**config.mk**
```make
export PLATFORM = sky130hd
export DESIGN_NAME = apb_master_bridge
export DESIGN_NICKNAME = d
export VERILOG_FILES = /design/src/rtl/apb_pkg.sv /design/src/rtl/apb_master_bridge.sv
export SDC_FILE = /design/constraint.sdc
export NUM_CORES = 1
export LEC_CHECK = 0
export ABC_AREA = 0
export BUFFER_PORTS_ARGS = -buffer_cell sky130_fd_sc_hd__buf_2
export CELL_PAD_IN_SITES_DETAIL_PLACEMENT = 1
export CELL_PAD_IN_SITES_GLOBAL_PLACEMENT = 1
export CORE_MARGIN = 8
export CORE_UTILIZATION = 35
export CTS_BUF_LIST = sky130_fd_sc_hd__clkbuf_8
export DETAILED_ROUTE_END_ITERATION = 8
export PLACE_DENSITY = 0.88
export SETUP_SLACK_MARGIN = 0.1
export SYNTH_ARGS = -nofsm -noshare
export SYNTH_HDL_FRONTEND = slang
export SYNTH_SLANG_ARGS = --single-unit
```
**constraint.sdc**
```tcl
create_clock -name clk -period 3.5 [get_ports clk]
set_input_delay 0.35 -clock clk [delete_from_list [all_inputs] [get_ports clk]]
set_output_delay 0.35 -clock clk [all_outputs]
set_load 0.02 [all_outputs]
```
**src/rtl/apb_pkg.sv**
```systemverilog
// Shared types and defaults for the APB initiator bridge.
package apb_pkg;

  localparam int unsigned APB_ADDR_W = 32;
  localparam int unsigned APB_DATA_W = 32;

  // Low address bits that must be zero for a word-aligned access.
  localparam logic [1:0] APB_ALIGN_MASK = 2'b11;

  typedef enum logic [1:0] {
    IDLE,
    SETUP,
    ACCESS,
    RESP
  } apb_state_e;

endpackage

```
**src/rtl/apb_master_bridge.sv**
```systemverilog
// Valid/ready load-store request to APB3 initiator, one outstanding transfer.
// Optional ACCESS-phase timeout enabled by defining APB_TIMEOUT_EN.
module apb_master_bridge
  import apb_pkg::*;
#(
  parameter int unsigned ADDR_W         = APB_ADDR_W,
  parameter int unsigned DATA_W         = APB_DATA_W,
  parameter int unsigned TIMEOUT_CYCLES = 255
) (
  input  logic              clk,
  input  logic              rst,
  input  logic              req_vld,
  output logic              req_rdy,
  input  logic              req_we,
  input  logic [ADDR_W-1:0] req_addr,
  input  logic [DATA_W-1:0] req_wdata,
  output logic              rsp_vld,
  input  logic              rsp_rdy,
  output logic [DATA_W-1:0] rsp_rdata,
  output logic              rsp_err,
  output logic              PSEL,
  output logic              PENABLE,
  output logic              PWRITE,
  output logic [ADDR_W-1:0] PADDR,
  output logic [DATA_W-1:0] PWDATA,
  input  logic              PREADY,
  input  logic              PSLVERR,
  input  logic [DATA_W-1:0] PRDATA
);

  apb_state_e        state_q, state_d;
  logic              psel_q, psel_d;
  logic              penable_q, penable_d;
  logic              pwrite_q, pwrite_d;
  logic [ADDR_W-1:0] paddr_q, paddr_d;
  logic [DATA_W-1:0] pwdata_q, pwdata_d;
  logic              rsp_vld_q, rsp_vld_d;
  logic [DATA_W-1:0] rsp_rdata_q, rsp_rdata_d;
  logic              rsp_err_q, rsp_err_d;
  logic              aligned;

  assign aligned = ((req_addr[1:0] & APB_ALIGN_MASK) == 2'b00);

`ifdef APB_TIMEOUT_EN
  localparam int unsigned CNT_W = $clog2(TIMEOUT_CYCLES + 1);

  logic [CNT_W-1:0] to_cnt_q;
  logic             timeout_hit;

  // Fires on the TIMEOUT_CYCLES-th consecutive ACCESS cycle without PREADY.
  assign timeout_hit = (state_q == ACCESS) && !PREADY &&
                       (to_cnt_q == CNT_W'(TIMEOUT_CYCLES - 1));

  always_ff @(posedge clk) begin
    if (rst) begin
      to_cnt_q <= '0;
    end else if (state_q == IDLE && state_d == SETUP) begin
      to_cnt_q <= '0;
    end else if (state_q == ACCESS && !PREADY) begin
      to_cnt_q <= to_cnt_q + CNT_W'(1);
    end
  end
`else
  logic unused_timeout_cfg;
  assign unused_timeout_cfg = (TIMEOUT_CYCLES == 0);
`endif

  always_comb begin
    state_d     = state_q;
    psel_d      = psel_q;
    penable_d   = penable_q;
    pwrite_d    = pwrite_q;
    paddr_d     = paddr_q;
    pwdata_d    = pwdata_q;
    rsp_vld_d   = rsp_vld_q;
    rsp_rdata_d = rsp_rdata_q;
    rsp_err_d   = rsp_err_q;

    unique case (state_q)
      IDLE: begin
        if (req_vld) begin
          if (aligned) begin
            state_d  = SETUP;
            psel_d   = 1'b1;
            pwrite_d = req_we;
            paddr_d  = req_addr;
            pwdata_d = req_wdata;
          end else begin
            state_d     = RESP;
            rsp_vld_d   = 1'b1;
            rsp_err_d   = 1'b1;
            rsp_rdata_d = '0;
          end
        end
      end
      SETUP: begin
        state_d   = ACCESS;
        penable_d = 1'b1;
      end
      ACCESS: begin
        if (PREADY) begin
          state_d     = RESP;
          psel_d      = 1'b0;
          penable_d   = 1'b0;
          rsp_vld_d   = 1'b1;
          rsp_err_d   = PSLVERR;
          rsp_rdata_d = (!pwrite_q && !PSLVERR) ? PRDATA : '0;
        end
`ifdef APB_TIMEOUT_EN
        else if (timeout_hit) begin
          state_d     = RESP;
          psel_d      = 1'b0;
          penable_d   = 1'b0;
          rsp_vld_d   = 1'b1;
          rsp_err_d   = 1'b1;
          rsp_rdata_d = '0;
        end
`endif
      end
      RESP: begin
        if (rsp_rdy) begin
          state_d   = IDLE;
          rsp_vld_d = 1'b0;
        end
      end
      default: begin
        state_d   = IDLE;
        psel_d    = 1'b0;
        penable_d = 1'b0;
        rsp_vld_d = 1'b0;
      end
    endcase
  end

  always_ff @(posedge clk) begin
    if (rst) begin
      state_q     <= IDLE;
      psel_q      <= 1'b0;
      penable_q   <= 1'b0;
      pwrite_q    <= 1'b0;
      paddr_q     <= '0;
      pwdata_q    <= '0;
      rsp_vld_q   <= 1'b0;
      rsp_rdata_q <= '0;
      rsp_err_q   <= 1'b0;
    end else begin
      state_q     <= state_d;
      psel_q      <= psel_d;
      penable_q   <= penable_d;
      pwrite_q    <= pwrite_d;
      paddr_q     <= paddr_d;
      pwdata_q    <= pwdata_d;
      rsp_vld_q   <= rsp_vld_d;
      rsp_rdata_q <= rsp_rdata_d;
      rsp_err_q   <= rsp_err_d;
    end
  end

  assign req_rdy   = (state_q == IDLE);
  assign rsp_vld   = rsp_vld_q;
  assign rsp_rdata = rsp_rdata_q;
  assign rsp_err   = rsp_err_q;
  assign PSEL      = psel_q;
  assign PENABLE   = penable_q;
  assign PWRITE    = pwrite_q;
  assign PADDR     = paddr_q;
  assign PWDATA    = pwdata_q;

endmodule

```
==> results.md, run 1 <==
* Area grow syn2layout at 33.90%
* Final hold vios at 0
* Layout cells sized above 1 at 0.3521
* Mean routed wirelength per cell at 16.42 microns
* Netlist Area Pre-Place at 3867 sq um
* Die width at 121.1 microns
* H-tree lvl count at 3
* Clk Latency, worst-skew pair at 360 ps
* Most frequent cells in the layout: buf_2 (204), nand2_1 (129), dfxtp_1 (103), a21oi_1 (68)
* Total CTS buffers at 9
* Clock share of power at 0.283
* RD Place Congestion at 0.7700
* Worst-path clk slew at 100 ps
* Clock buffer depth at 2
* Max cap viols at 0
* Final Cycle Share at 0.6993
* Combinational power share at 0.271
* Multi-input logic area at 1628 sq um
* Total congestion overflow at 0
* Util after Layout at 0.4798
* Worst Skew at 10.27 ps
* Int Pwr at 0.001966 W
* Sw Ratio at 0.3394
* Peak Freq at 0.4086 GHz
* Worst Tran Pin Value at 804.7 ps
* Final nets at 759
* Critical Path RT at 3770 ps
* Outcome: completed
* Post-cts repair resize count at 0
* Ant. Diodes at 0
* Mapped Cells at 465
* Clock sink total at 103
* Yosys warning total at 0
* DRT Pass-1 Iters at 4
* First-pass GRT wire length at 20.69 mm
* Setup bufs post-CTS at 0
* Slew Limit Headroom at 0.4635
* WS Path Type: reg2reg
* P_sw at 0.001010 W
* TNS Setup at 0 ps
* Vias in the first global route at 4,149
* Design Area, Final at 5179 sq um
* Chip height at 121.1 microns
* I/O Buffers at 204
* Drt via density at 4.785
* Total GRT Usage at 0.1750
* CTS tree: yes
* Die area at 14,670 sq um
* DP HPWL at 10.02 mm
* DRT iter0 DRCs at 156
* Worst Setup Start Kind: flip-flop
* Net Count, Synth at 573
* WP data arrival at 2720 ps
* Clock Root Buffer: clkbuf_8
* Maximum VDD drop at 0.2779 mV
* Crit Path Max Fanout at 35
* Initial Utilization at 0.3583
* Largest net degree at the start of global routing at 66
* Slew Viols, Final at 0
* Minimum clock period at 2447 ps
* Fillers at 1,382
* Core Area at 10,790 sq um
* Worst hold margin at 207.3 ps
* Setup violators final at 0
* Worst setup EP type: flip-flop
* Antenna violations before repair at 0
* Post-route DRC violation count at 0
* Register bit total from synthesis at 103
* Cell variety after synth at 29
* Hold buffers post-CTS at 0
* Routed Antenna Nets at 0
* Final wirelength at 13.07 mm
* Power Density at 574.8 nW/um^2
* Register area share after synthesis at 0.5332
* HP Class: in2reg
* Register share of total power at 0.446
* RSZ-0062 raised after global routing: no
* Via count at 3,809
* Dpl cell area at 4946 sq um
* Commonest non-fill, non-tap cell in the layout: buf_2
* FP Rows at 38
* Storage element area at 2062 sq um
* Tot Pwr at 0.002977 W
* Syn Area/Cell at 8.317 sq um
* Leakage at 2.326 nW
* Io pins at 205
## cell type report
type                    instances  area share
well taps                     140     0.03382
repair buffers                210      0.2058
inverters                       4    0.002899
clock inverters                 5     0.01570
multi-input cells             323      0.3143
clock buffers                  11     0.02923
flip-flops and latches        103      0.3982
## path summary, 6_finish.rpt
check	startpoint	to	slack, ps	cells past startpoint
setup / recovery	state_q[0]	PADDR[24]	1050	6
hold / removal	PRDATA[2]	rsp_rdata[2]	210	3
setup reg to reg	state_q[0]	PADDR[24]	1050	6
hold reg to reg	PWDATA[29]	PWDATA[29]	460	2
## critical path, stage by stage, from the launching register on
cell     delay [ps]
dfxtp_1         350
inv_1           120
ha_1            490
and3_2          680
buf_4           440
nand2_1         110
a21oi_1         160
## metrics by stage
stage,setup slack (ps),instances
final,1053,796
after global routing,833.5,796
after CTS,1021,796
after detailed placement,1048,780
after global placement,1210,780
after floorplan,1818,465
## sequential cells by signal (all words and copies together) (netlist names)
signal,count
PENABLE,1
PSEL,1
rsp_vld,1
rsp_err,1
rsp_rdata,32
PWDATA,32
PWRITE,1
PADDR,32
state_q,2
## power groups by stage
stage | Combinational, W | Clock [W] | Sequential [W]
floorplan | 0.000489 | 0 | 0.00146
global placement | 0.000777 | 0 | 0.00134
detailed placement | 0.000814 | 0 | 0.00136
CTS | 0.000818 | 0.000869 | 0.00133
global route | 0.000885 | 0.000913 | 0.00134
finish | 0.000808 | 0.000841 | 0.00133
## layer usage
layer  up-vias  track usage  wire length (microns)
li1       1893            -                      -
met1      1785       0.1697                   4768
met2       117       0.3313                   6941
met3        14      0.06096                   1145
met4         0      0.06714                    213
met5         -            0                      0
## cell usage after synthesis, drive strengths merged
| master | n | area share |
|---|---|---|
| nor3b | 2 | 0.0039 |
| a21oi | 68 | 0.088 |
| a221oi | 1 | 0.0068 |
| and2b | 1 | 0.0019 |
| a31oi | 1 | 0.0016 |
| nor2b | 1 | 0.0016 |
| nand4bb | 1 | 0.0029 |
| inv | 4 | 0.0039 |
| nor4b | 1 | 0.0039 |
| buf | 22 | 0.038 |
| nor2 | 9 | 0.0094 |
| dfxtp | 103 | 0.53 |
| nand2b | 32 | 0.052 |
| o21ai | 33 | 0.043 |
| nor3 | 1 | 0.0013 |
| clkbuf | 13 | 0.013 |
| ha | 5 | 0.016 |
| a211oi | 3 | 0.0071 |
| mux2i | 1 | 0.0026 |
| nand2 | 129 | 0.13 |
| and3 | 1 | 0.0016 |
| a311oi | 1 | 0.0023 |
| nand3 | 32 | 0.041 |
## kinds of logic after synthesis
family	synth area share
buffers and inverters	0.05467
adder cells (fa/ha/maj)	0.01618
multiplexers	0.002588
AO/OA/AOI/OAI	0.1485
AND/OR/NAND/NOR	0.2449
flip-flops	0.5332
Power figures use the tool's default switching activity.
==> run 2, diff against run 1 <==
- CORE_UTILIZATION: 35 -> 32
- PLACE_DENSITY: 0.88 -> 0.81
- clock period: 3.5 -> 2.5 ns (I/O delays scaled with it)
==> run 2 against run 1 <==
Total power rose by 33%. Core utilization fell by 4.4 points. Combinational power rose by 44%. Via count rose by 0.11%. First-iteration DRC count rose by 5.8%. Non-clock buffer count rose by 3. Clock power rose by 14%. Critical endpoint is now PWDATA[3]. Highest routed layer unchanged.
==> results.md, run 2 (synthesis results as in run 1) <==
* Outcome: completed
* Reg-to-Reg Start: state_q[0]
* Peak Freq at 0.4891 GHz (+20%)
* Minimum clock period at 2045 ps (-402.8 ps)
* Tot Pwr at 0.003969 W (+33%)
* Fillers at 1,506 (+9.0%)
* DRT iter0 DRCs at 165 (+5.8%)
* Antenna violations before repair at 2 (+2)
* Vias in the first global route at 4,110 (-0.94%)
* Maximum VDD drop at 0.3966 mV (+43%)
* First-pass GRT wire length at 20.38 mm (-1.5%)
* WS Path Type: reg2reg
* Post-cts repair resize count at 0 (unchanged)
* Area grow syn2layout at 34.26%
* Worst setup EP type: flip-flop
* Dpl cell area at 5015 sq um (+1.4%)
* H-tree lvl count at 3 (unchanged)
* Layout cells sized above 1 at 0.3566 (+0.004467)
* Most frequent cells in the layout: buf_2 (204), nand2_1 (129), dfxtp_1 (103), a21oi_1 (68)
* Commonest non-fill, non-tap cell in the layout: buf_2
* DP HPWL at 9.770 mm (-2.5%)
* Drt via density at 4.719 (-1.4%)
* Clk Latency, worst-skew pair at 370 ps (about the same)
* Worst Hold End: rsp_rdata[19]
* Clock Root Buffer: clkbuf_8
* Storage element area at 2062 sq um (unchanged)
* TNS Setup at 0 ps (unchanged)
* Hold Path Depth at 3 (unchanged)
* Io pins at 205 (unchanged)
* Flop2flop setup slack at 460 ps (-600 ps)
* HP Class: in2reg
* CTS tree: yes
* DP Cell Count at 790 (+1.3%)
* R2R cell count at 6 (unchanged)
* RD Place Congestion at 0.7505 (-2.5%)
* Clock sink total at 103 (unchanged)
* Worst Setup Start Kind: flip-flop
* Total CTS buffers at 9 (unchanged)
* Hold buffers post-CTS at 0 (unchanged)
* Design Area, Final at 5192 sq um (+0.27%)
* Crit Path Max Fanout at 28 (-20%)
* Largest net degree at the start of global routing at 104 (+58%)
* Slew Limit Headroom at 0.6694 (+0.2058)
* R2r endpoint: PWDATA[3]
* Leakage at 2.309 nW (-0.76%)
* FP Rows at 40 (+5.3%)
* Worst-path clk slew at 110 ps (about the same)
* Die area at 15,860 sq um (+8.1%)
* Die width at 125.9 microns (+4.0%)
* Via count at 3,813 (+0.11%)
* DRT Pass-1 Iters at 4 (unchanged)
* Final wirelength at 12.91 mm (-1.2%)
* Multi-input logic area at 1628 sq um (unchanged)
* Worst Hold Launch: PRDATA[19]
* Core Area at 11,910 sq um (+10%)
* Worst hold margin at 91.16 ps (-116.2 ps)
* Post-route DRC violation count at 0 (unchanged)
* Routed Antenna Nets at 0 (unchanged)
* Max cap viols at 0 (unchanged)
* Critical Path RT at 2790 ps (-980 ps)
* Total congestion overflow at 0 (unchanged)
* Power Density at 764.4 nW/um^2 (+33%)
* WP data arrival at 2340 ps (-380 ps)
* Worst Tran Pin Value at 496.0 ps (-308.8 ps)
* Chip height at 125.9 microns (+4.0%)
* Post-route insts no fill at 808 (+1.5%)
* Final nets at 762 (+0.40%)
* Initial Utilization at 0.3247 (-0.03365)
* Mean routed wirelength per cell at 15.98 microns (-2.7%)
* I/O Buffers at 204 (unchanged)
* Total GRT Usage at 0.1578 (-0.01717)
* Final hold vios at 0 (unchanged)
* Final Cycle Share at 0.8179 (+0.1186)
* Clock buffer depth at 2 (unchanged)
* Worst Skew at 8.667 ps (-1.604 ps)
* RSZ-0062 raised after global routing: no
* Setup bufs post-CTS at 0 (unchanged)
* Slew Viols, Final at 0 (unchanged)
* Setup violators final at 0 (unchanged)
[run 2: cell count changes in the layout (fill, tap and decap cells not counted), sizes merged]
cell      change
clkinvlp      +4
bufinv        -2
clkbuf        -2
diode         +2
buf           +3
[run 2: routing by layer]
layer / vias to the layer above / part of all wire / track usage
li1: 1904 / - / -
met1: 1770 / 0.39 / 0.1643
met2: 124 / 0.51 / 0.2788
met3: 15 / 0.076 / 0.06118
met4: 0 / 0.019 / 0.06511
met5: - / 0 / 0
[run 2: where the power goes]
group | total [W] | switching [W] | internal [W]
Sequential | 0.00186 | 0.0000787 | 0.00178
Clock | 0.000955 | 0.000593 | 0.000362
Combinational | 0.00116 | 0.000773 | 0.000384
[run 2: how the worst max path moves through the flow]
stage	startpoint	end	slack (ps)	depth (start not counted)
2_1_floorplan	state_q[0]	rsp_rdata[22]	820	7
3_3_place_gp	state_q[0]	PWDATA[19]	550	6
3_5_place_dp	state_q[0]	PWDATA[8]	400	6
4_1_cts	state_q[0]	PWDATA[3]	400	6
5_1_grt	state_q[0]	PWDATA[7]	270	6
6_report	state_q[0]	PWDATA[3]	460	6
[run 2: cell type report]
cell class,count,area share
timing repair buffer,213,0.2169
inverter,4,0.002892
clock buffer,9,0.02386
antenna,2,0.0009639
multi-input combinational,323,0.3135
tap,147,0.03542
clock inverter,7,0.009398
sequential,103,0.3971
[run 2: worst max-delay path, cell delays in order, from the launching register on]
cell and delay [ps]:
dfxtp_1 360, inv_1 120, ha_1 480, and3_2 560
buf_12 230, nand2_1 70, a21oi_1 140
[run 2: stage by stage]
stage                 util  worst slack (ps)
finish              0.4359             455.3
global route        0.4359             270.0
CTS                 0.4355             399.4
detailed placement  0.4210             404.9
global placement    0.4210             553.2
floorplan                -             817.8
